--- config.mk ---
export PLATFORM = sky130hd
export DESIGN_NAME = uart_frame_parser
export DESIGN_NICKNAME = d
export VERILOG_FILES = /design/src/rtl/uart_frame_parser.sv
export SDC_FILE = /design/constraint.sdc
export NUM_CORES = 1
export LEC_CHECK = 0
export CORE_MARGIN = 2
export CORE_UTILIZATION = 47
export CTS_CLUSTER_DIAMETER = 30
export DETAILED_ROUTE_END_ITERATION = 6
export GPL_TIMING_DRIVEN = 0
export HOLD_SLACK_MARGIN = 0.03
export PLACE_DENSITY = 0.85
export SLEW_MARGIN = 20
export SYNTH_ARGS = -nofsm -noshare
export SYNTH_HDL_FRONTEND = slang
export SYNTH_SLANG_ARGS = --single-unit
--- constraint.sdc ---
create_clock -name clk -period 2.3 [get_ports clk]
set_input_delay 0.46 -clock clk [delete_from_list [all_inputs] [get_ports clk]]
set_output_delay 0.46 -clock clk [all_outputs]
set_load 0.05 [all_outputs]
--- src/rtl/uart_frame_parser.sv ---
// Turns the UART receiver byte stream into checksum-verified command frames.
// Good frames are held on a valid/ready interface; bad frames produce a one-cycle error pulse and a code.
module uart_frame_parser #(
  parameter int unsigned MAX_PAYLOAD  = 16,
  parameter logic [7:0]  SYNC_BYTE    = 8'hA5,
  parameter int unsigned TIMEOUT_CLKS = 2200
) (
  input  logic                     clk,
  input  logic                     rst,
  input  logic [7:0]               RXout,
  input  logic                     RXdone,
  input  logic                     parityError,
  input  logic                     cmdReady,
  output logic                     cmdValid,
  output logic [7:0]               cmdOpcode,
  output logic [7:0]               cmdAddr,
  output logic [7:0]               cmdLen,
  output logic [MAX_PAYLOAD*8-1:0] payloadOut,
  output logic                     frameError,
  output logic [2:0]               errCode
);

  localparam int unsigned PW      = MAX_PAYLOAD * 8;
  localparam int unsigned TW      = $clog2(TIMEOUT_CLKS);
  localparam logic [TW-1:0] TMAX  = TW'(TIMEOUT_CLKS - 1);
  localparam logic [7:0] LEN_MAX  = 8'(MAX_PAYLOAD);

  localparam logic [2:0] ERR_PARITY   = 3'd1;
  localparam logic [2:0] ERR_CHECKSUM = 3'd2;
  localparam logic [2:0] ERR_LENGTH   = 3'd3;
  localparam logic [2:0] ERR_TIMEOUT  = 3'd4;
  localparam logic [2:0] ERR_OVERRUN  = 3'd5;

  typedef enum logic [2:0] {
    S_SYNC,
    S_OPCODE,
    S_ADDR,
    S_LEN,
    S_PAYLOAD,
    S_CHECK,
    S_HOLD
  } state_t;

  state_t          state_q, state_d;
  logic [7:0]      csum_q, csum_d;
  logic [7:0]      idx_q, idx_d;
  logic [TW-1:0]   tmr_q, tmr_d;
  logic            valid_d;
  logic [7:0]      opcode_d, addr_d, len_d;
  logic [PW-1:0]   payload_d;
  logic            err_d;
  logic [2:0]      code_d;
  logic            in_frame;

  // State register
  always_ff @(posedge clk or negedge rst) begin
    if (!rst) begin
      state_q <= S_SYNC;
    end else begin
      state_q <= state_d;
    end
  end

  // Next-state, datapath and error logic
  always_comb begin
    state_d   = state_q;
    csum_d    = csum_q;
    idx_d     = idx_q;
    tmr_d     = '0;
    opcode_d  = cmdOpcode;
    addr_d    = cmdAddr;
    len_d     = cmdLen;
    payload_d = payloadOut;
    err_d     = 1'b0;
    code_d    = errCode;
    in_frame  = (state_q inside {S_OPCODE, S_ADDR, S_LEN, S_PAYLOAD, S_CHECK});

    // Inter-byte timeout; a byte arriving in the expiry cycle wins
    if (in_frame && !RXdone) begin
      if (tmr_q == TMAX) begin
        err_d   = 1'b1;
        code_d  = ERR_TIMEOUT;
        state_d = S_SYNC;
      end else begin
        tmr_d = tmr_q + TW'(1);
      end
    end

    if (RXdone) begin
      case (state_q)
        S_SYNC: begin
          if (!parityError && RXout == SYNC_BYTE) begin
            payload_d = '0;
            csum_d    = '0;
            idx_d     = '0;
            state_d   = S_OPCODE;
          end
        end
        S_HOLD: begin
          err_d  = 1'b1;
          code_d = ERR_OVERRUN;
        end
        default: begin
          if (parityError) begin
            err_d   = 1'b1;
            code_d  = ERR_PARITY;
            state_d = S_SYNC;
          end else begin
            case (state_q)
              S_OPCODE: begin
                opcode_d = RXout;
                csum_d   = csum_q ^ RXout;
                state_d  = S_ADDR;
              end
              S_ADDR: begin
                addr_d  = RXout;
                csum_d  = csum_q ^ RXout;
                state_d = S_LEN;
              end
              S_LEN: begin
                len_d  = RXout;
                csum_d = csum_q ^ RXout;
                idx_d  = '0;
                if (RXout > LEN_MAX) begin
                  err_d   = 1'b1;
                  code_d  = ERR_LENGTH;
                  state_d = S_SYNC;
                end else if (RXout == 8'd0) begin
                  state_d = S_CHECK;
                end else begin
                  state_d = S_PAYLOAD;
                end
              end
              S_PAYLOAD: begin
                for (int i = 0; i < int'(MAX_PAYLOAD); i++) begin
                  if (idx_q == 8'(i)) payload_d[i*8 +: 8] = RXout;
                end
                csum_d = csum_q ^ RXout;
                if (idx_q == cmdLen - 8'd1) begin
                  state_d = S_CHECK;
                end else begin
                  idx_d = idx_q + 8'd1;
                end
              end
              S_CHECK: begin
                if (RXout == csum_q) begin
                  state_d = S_HOLD;
                end else begin
                  err_d   = 1'b1;
                  code_d  = ERR_CHECKSUM;
                  state_d = S_SYNC;
                end
              end
              default: state_d = S_SYNC;
            endcase
          end
        end
      endcase
    end

    // Handshake completes even when an overrun byte lands in the same cycle
    if (state_q == S_HOLD && cmdReady) begin
      state_d = S_SYNC;
    end

    valid_d = (state_d == S_HOLD);
  end

  // Registered outputs and datapath
  always_ff @(posedge clk or negedge rst) begin
    if (!rst) begin
      csum_q     <= '0;
      idx_q      <= '0;
      tmr_q      <= '0;
      cmdValid   <= 1'b0;
      cmdOpcode  <= '0;
      cmdAddr    <= '0;
      cmdLen     <= '0;
      payloadOut <= '0;
      frameError <= 1'b0;
      errCode    <= '0;
    end else begin
      csum_q     <= csum_d;
      idx_q      <= idx_d;
      tmr_q      <= tmr_d;
      cmdValid   <= valid_d;
      cmdOpcode  <= opcode_d;
      cmdAddr    <= addr_d;
      cmdLen     <= len_d;
      payloadOut <= payload_d;
      frameError <= err_d;
      errCode    <= code_d;
    end
  end

endmodule

# [After elaboration in Yosys (flattened, before gate mapping)]
# Cells that the tools add are included.
[word_totals] input_bits=13 latch_bits=0 output_inout_bits=157 mem_count=0 mem_bits_rw=0 wordCells=172 mem_bits_ro=0 ff_bits=188
[op_classes] mux=58 bitwise=4 eq_ne=29 reduce_logical=51 mul=0 shift=0 magnitude_cmp=1 div=0 n_addsub=3
[op_table] operator="2-to-1 mux 128 bit" count=3
[op_table] operator="one-hot mux 128 bit (2 select lines)" count=1
[op_table] operator="2-to-1 mux 8 bit" count=21
[op_table] operator="AND reduction 6 bit" count=17
[op_table] operator="equality test 8 x 4 -> 1 bit (second input constant)" count=8
[op_table] operator="one-hot mux 8 bit (2 select lines)" count=3
[op_table] operator="2-to-1 mux 3 bit" count=15
[op_table] operator="nonzero test 2 bit" count=18
[op_table] operator="equality test 8 x 3 -> 1 bit (second input constant)" count=4
[op_table] operator="2-to-1 mux 12 bit" count=2
[op_table] operator="one-hot mux 3 bit (2 select lines)" count=3
[op_table] operator="equality test 8 x 2 -> 1 bit (second input constant)" count=2
[op_table] operator="equality test 8 bit" count=2
[op_table] operator="logical NOT 8 bit" count=2
[op_table] operator="one-hot mux 3 bit (5 select lines)" count=1
[op_table] operator="adder 12 x 1 -> 12 bit (second input constant)" count=1
[op_table] operator="equality test 12 bit (second input constant)" count=1
[op_table] operator="equality test 3 bit (second input constant)" count=4
[op_table] operator="AND reduction 4 bit" count=3
[op_table] operator="adder 8 x 1 -> 8 bit (second input constant)" count=1
[op_table] operator="equality test 8 x 1 -> 1 bit (second input constant)" count=1
[op_table] operator="equality test 8 bit (second input constant)" count=1
[op_table] operator="> comparator 8 x 5 -> 1 bit (second input constant)" count=1
[op_table] operator="subtractor 8 x 1 -> 8 bit (second input constant)" count=1
[op_table] operator="17 further kinds" count=30

# [Longest topological paths before layout]
[depth] ltp_word=11 mapped_depth=10 mapped_depth_nobuf=8

# [Worst setup path before layout]
# No wires, ideal clock.
[synth_timing] path_kind="reg-to-reg" startpoint="register cmdLen[0]" endpoint="register cmdValid" setup_time_ns=0.120 path_buffers=2 slack_ns=-0.460 required_time_ns=2.180 t_arrival_ns=2.641 path_stages_with_launch=11 cell_sequence="dfrtp_1 -> clkbuf_1 -> inv_1 -> ha_1 -> or4b_4 -> nor4b_2 -> o211ai_1 -> a2111oi_2 -> buf_4 -> o21ai_2 -> and3_1"
[synth_via] elab_chain_cells=9
[synth_rtl] element="start: declaration" line="17" rtl="output logic [7:0] cmdLen,"
[synth_rtl] element="start signal: assignment" line="189" rtl="cmdLen <= len_d;"
[synth_rtl] element="subtractor 8 x 1 -> 8 bit" line="139" rtl="if (idx_q == cmdLen - 8'd1) begin"
[synth_rtl] element="equality test 8 bit" line="139"
[synth_rtl] element="2-to-1 mux 3 bit" line="139"
[synth_rtl] element="one-hot mux 3 bit (5 select lines)" line="109" rtl="case (state_q)"
[synth_rtl] element="2-to-1 mux 3 bit" line="104" rtl="if (parityError) begin"
[synth_rtl] element="one-hot mux 3 bit (2 select lines)" line="90" rtl="case (state_q)"
[synth_rtl] element="2-to-1 mux 3 bit" line="89" rtl="if (RXdone) begin"
[synth_rtl] element="2-to-1 mux 3 bit" line="162" rtl="if (state_q == S_HOLD && cmdReady) begin"
[synth_rtl] element="equality test 3 bit" line="166" rtl="valid_d = (state_d == S_HOLD);"
[synth_rtl] element="net valid_d" line="48" rtl="logic valid_d;"
[synth_rtl] element="end signal: assignment" line="186" rtl="cmdValid <= valid_d;"
[synth_rtl] element="end: declaration" line="14" rtl="output logic cmdValid,"
# The timed path passes the listed nets, and every way through them passes these cells.
# A chain may end at the register's enable or synchronous reset.

# [Final worst setup path]
[layout_timing] startpoint="register cmdLen[1]" endpoint="register cmdValid"
# The elaborated chain is that of the path after synthesis.

==> reports/metrics.csv <==
stage;metric;value;unit
clocking;H-tree depth;4;
timing;max_slew headroom;0.466;
timing;Final Hold Viols;0;
critical_path;crit-path leading delay family;simple AND/OR/NAND/NOR gates;
pwr;clock power share;0.444;
critical_path;CP arrival;2.66;ns
synth;Post-synth EDFFs;0;
timing;final hold slack;0.347;ns
timing;Max Fclk;428;MHz
floorplanning;die footprint;0.0195;mm²
layout;ANT cells;0;
critical_path;Critical Path RT;2.62;ns
layout;final instance area;0.0115;mm²
timing;RSZ-0062 raised after global routing;yes;
pwr;Pleak;5.23;nW
routing;wire length on met2;10300;µm
critical_path;max incr delay on CP;0.49;ns
grt;global-route wire length before repair;34100;µm
routing;Routed WL per cell;19.1;µm
routing;met1 WL;9080;µm
synth;Synth warnings;0;
placement;PortBufs;160;
floorplanning;Core ar.;0.0180;mm²
routing;Routed Antenna Nets;0;
pwr;Tot Pwr;6.97;mW
outcome;status;complete, but fails checks;
critical_path;RR Startpoint;cmdLen[1]$_DFFE_PN0P_;
routing;max layer used;met4;
min_path;Hold EP;cmdOpcode[6]$_DFFE_PN0P_;
clocking;clk_lat worst skew;0.43;ns
floorplanning;Site Rows;49;
floorplanning;die width;140;µm
synth;Syn Nets;693;
placement;RePlAce Congestion;0.926;
routing;DRC viols;0;
synth;Synth area leaders;dfrtp_1 (55%), mux2_2 (16%), mux2_1 (3.4%);
critical_path;Worst R2R Path Depth;9;
synth;Synth area leader;dfrtp_1;
synth;Post-Syn Area;0.00863;mm²
job;Max-cap violations;0;
synth;syn avg cell area;12.8;µm²
critical_path;buffer and inverter count on the worst path;2;
layout;post-layout util;0.643;
critical_path;type of origin of the critical path;flip-flop;
critical_path;Reg2Reg Setup Slack;-0.04;ns
critical_path;WS Path Type;reg -> reg;
synth;synth cell count leaders;dfrtp_1 (188), mux2_2 (124), a21oi_1 (37);
min_path;WHS Path Cells;2;
critical_path;slowest stage cell, crit path;or4b_4;
critical_path;CP Capture Type;flip-flop;
placement;dpl cells;1065;
synth;top-area cell type share of the netlist area;0.545;
min_path;Worst Hold Class;in -> reg;
min_path;Hold Startpoint;RXout[6];
grt;total grt overflow;0;
pwr;Worst VDD drop;554;µV
grt;vias in the first global route;6193;
layout;share of cells above drive strength 1;0.285;
grt;initial antenna violation count;0;
grt;GR Util All Layers;0.223;
clocking;root buffer cell;clkbuf_16;
placement;dpl hpwl;14700;µm
clocking;clock buffer depth;2;
placement;pre-CTS WS;-0.757;ns
critical_path;crit path from;cmdLen[1]$_DFFE_PN0P_;
synth;most common cell in the netlist;dfrtp_1;
clocking;clock slew at reported path FFs;0.07;ns
routing;drt initial violations;338;
timing;PnR worst setup slack;-0.0372;ns
placement;post-place instance area;0.0106;mm²
timing;Setup violations, final;12;
critical_path;CP Max Fanout;5;
routing;routed via count;6108;
pwr;switching pwr;1.75;mW
routing;Via-to-Cell Ratio;5.52;
pwr;internal power;5.22;mW
pwr;Net Sw Frac;0.251;
routing;Met3 Wirelength;1230;µm
clocking;clock sinks;188;
timing;clk_skew;0.00935;ns
outcome;violated checks;negative setup slack;
timing;Worst Tran Pin Value;0.799;ns
floorplanning;chip height;140;µm
floorplanning;Initial Util;0.480;
pwr;combinational share of power;0.067;
layout;nets;884;
layout;Syn-to-layout area delta;33.8;%
routing;Detailed Routing Iterations Pass 1;5;
timing;Setup TNS Final;-0.110;ns
timing;max-slew violations;0;
synth;Yosys reg bits;188;
pwr;Sequential Power Share;0.488;
timing;period utilisation layout;1.02;
synth;Netlist cell types;72;
layout;Final Non-Filler Cells;1107;
routing;Routed WL;21200;µm
pwr;Power Dens Cells;604;mW/mm²
timing;crit path time final;2.34;ns
grt;maximum number of pins on one net before global-route repair;88;
clocking;CTS tree;done;
floorplanning;io pins;170;
clocking;TritonCTS buffer count;17;
synth;asr flop ratio synth;1.00;
synth;sequential area share after synthesis;0.545;
synth;Post-synth top flop;dfrtp_1;
critical_path;R2R Path End;cmdValid$_DFF_PN0_;
critical_path;Critical Path, Cell by Cell;inv_2, ha_4, or4b_4, nor4b_4, o211ai_1, a2111oi_4, buf_6, o21ai_4, and3_4;
synth;Mapped Cells;674;
[timing repair]
item | in CTS | in global routing
hold endpoints to repair | 21 | 0
pin swaps | 14 | 14
resized for setup | 26 | 32
setup endpoints to repair | 156 | 150
hold buffers | 1 | 0
gates cloned | 1 | 0
setup buffers | 7 | 4
[how the worst max path moves through the flow]
stage	end	slack, ns	cells after the start
after CTS	cmdValid$_DFF_PN0_	-0.13	9
after global placement	cmdLen[0]$_DFFE_PN0P_	-7.63	1
after detailed placement	payloadOut[58]$_DFFE_PN0P_	-0.76	8
after floorplan	cmdValid$_DFF_PN0_	-0.24	10
final	cmdValid$_DFF_PN0_	-0.04	9
after global routing	cmdValid$_DFF_PN0_	-0.10	9
[flip-flops by register name (all words and copies together), names as in the netlist]
register    cells
idx_q           8
csum_q          8
cmdValid        1
cmdOpcode       8
state_q         3
cmdLen          8
errCode         3
payloadOut    128
frameError      1
cmdAddr         8
tmr_q          12
[layout by cell type, fill, tap and decap left out, drive strengths merged, types with 2 or more instances in the layout]
cell type,instances
nor2,48
nand2,25
dfrtp,188
a2bb2oi,2
o211a,2
a31oi,3
and2,2
mux2,150
xnor2,9
o21a,10
or2,5
buf,29
clkinv,5
a21oi,38
o41ai,4
nor4b,3
o31ai,11
clkbuf,43
nor2b,9
or3,2
nor3b,3
a21o,2
and3,5
or4,2
nor3,12
a211o,2
o21ai,12
dlymetal6s2s,2
a211oi,4
bufinv,2
clkdlybuf4s50,156
inv,18
ha,6
xor2,18
o211ai,2
nor4,3
nand4,5
nand3,12
[layer usage]
layer / vias up / GRT usage
met5: - / 0
met4: 0 / 0.0909
li1: 2791 / -
met2: 219 / 0.364
met1: 3064 / 0.290
met3: 34 / 0.0496
[cell families (layout without fill, tap and decap cells)]
kind of cell / after synthesis / in the layout / synth area share
multiplexers: 150 / 150 / 0.196
buffers and inverters: 54 / 258 / 0.0280
AO/OA/AOI/OAI: 104 / 104 / 0.0826
adder cells (fa/ha/maj): 6 / 6 / 0.00870
AND/OR/NAND/NOR: 145 / 145 / 0.112
flip-flops: 188 / 188 / 0.545
XOR/XNOR: 27 / 27 / 0.0274
[power groups by stage]
stage	Sequential [mW]	Clock, mW	Combinational [mW]
after floorplan	3.54	0	0.178
after detailed placement	3.46	0	0.446
after global routing	3.41	3.29	0.512
after global placement	3.46	0	0.428
after CTS	3.40	3.16	0.464
final	3.40	3.10	0.469
[cell type report]
| cell class | instances | area (µm²) |
|---|---|---|
| timing repair buffer | 174 | 1770 |
| buffer | 40 | 219 |
| inverter | 12 | 47.5 |
| tap | 229 | 287 |
| sequential | 188 | 4710 |
| multi-input combinational | 432 | 3870 |
| clock inverter | 14 | 199 |
| clock buffer | 18 | 439 |
| fill | 1362 | 6410 |
(Power assumes the default switching activity.)
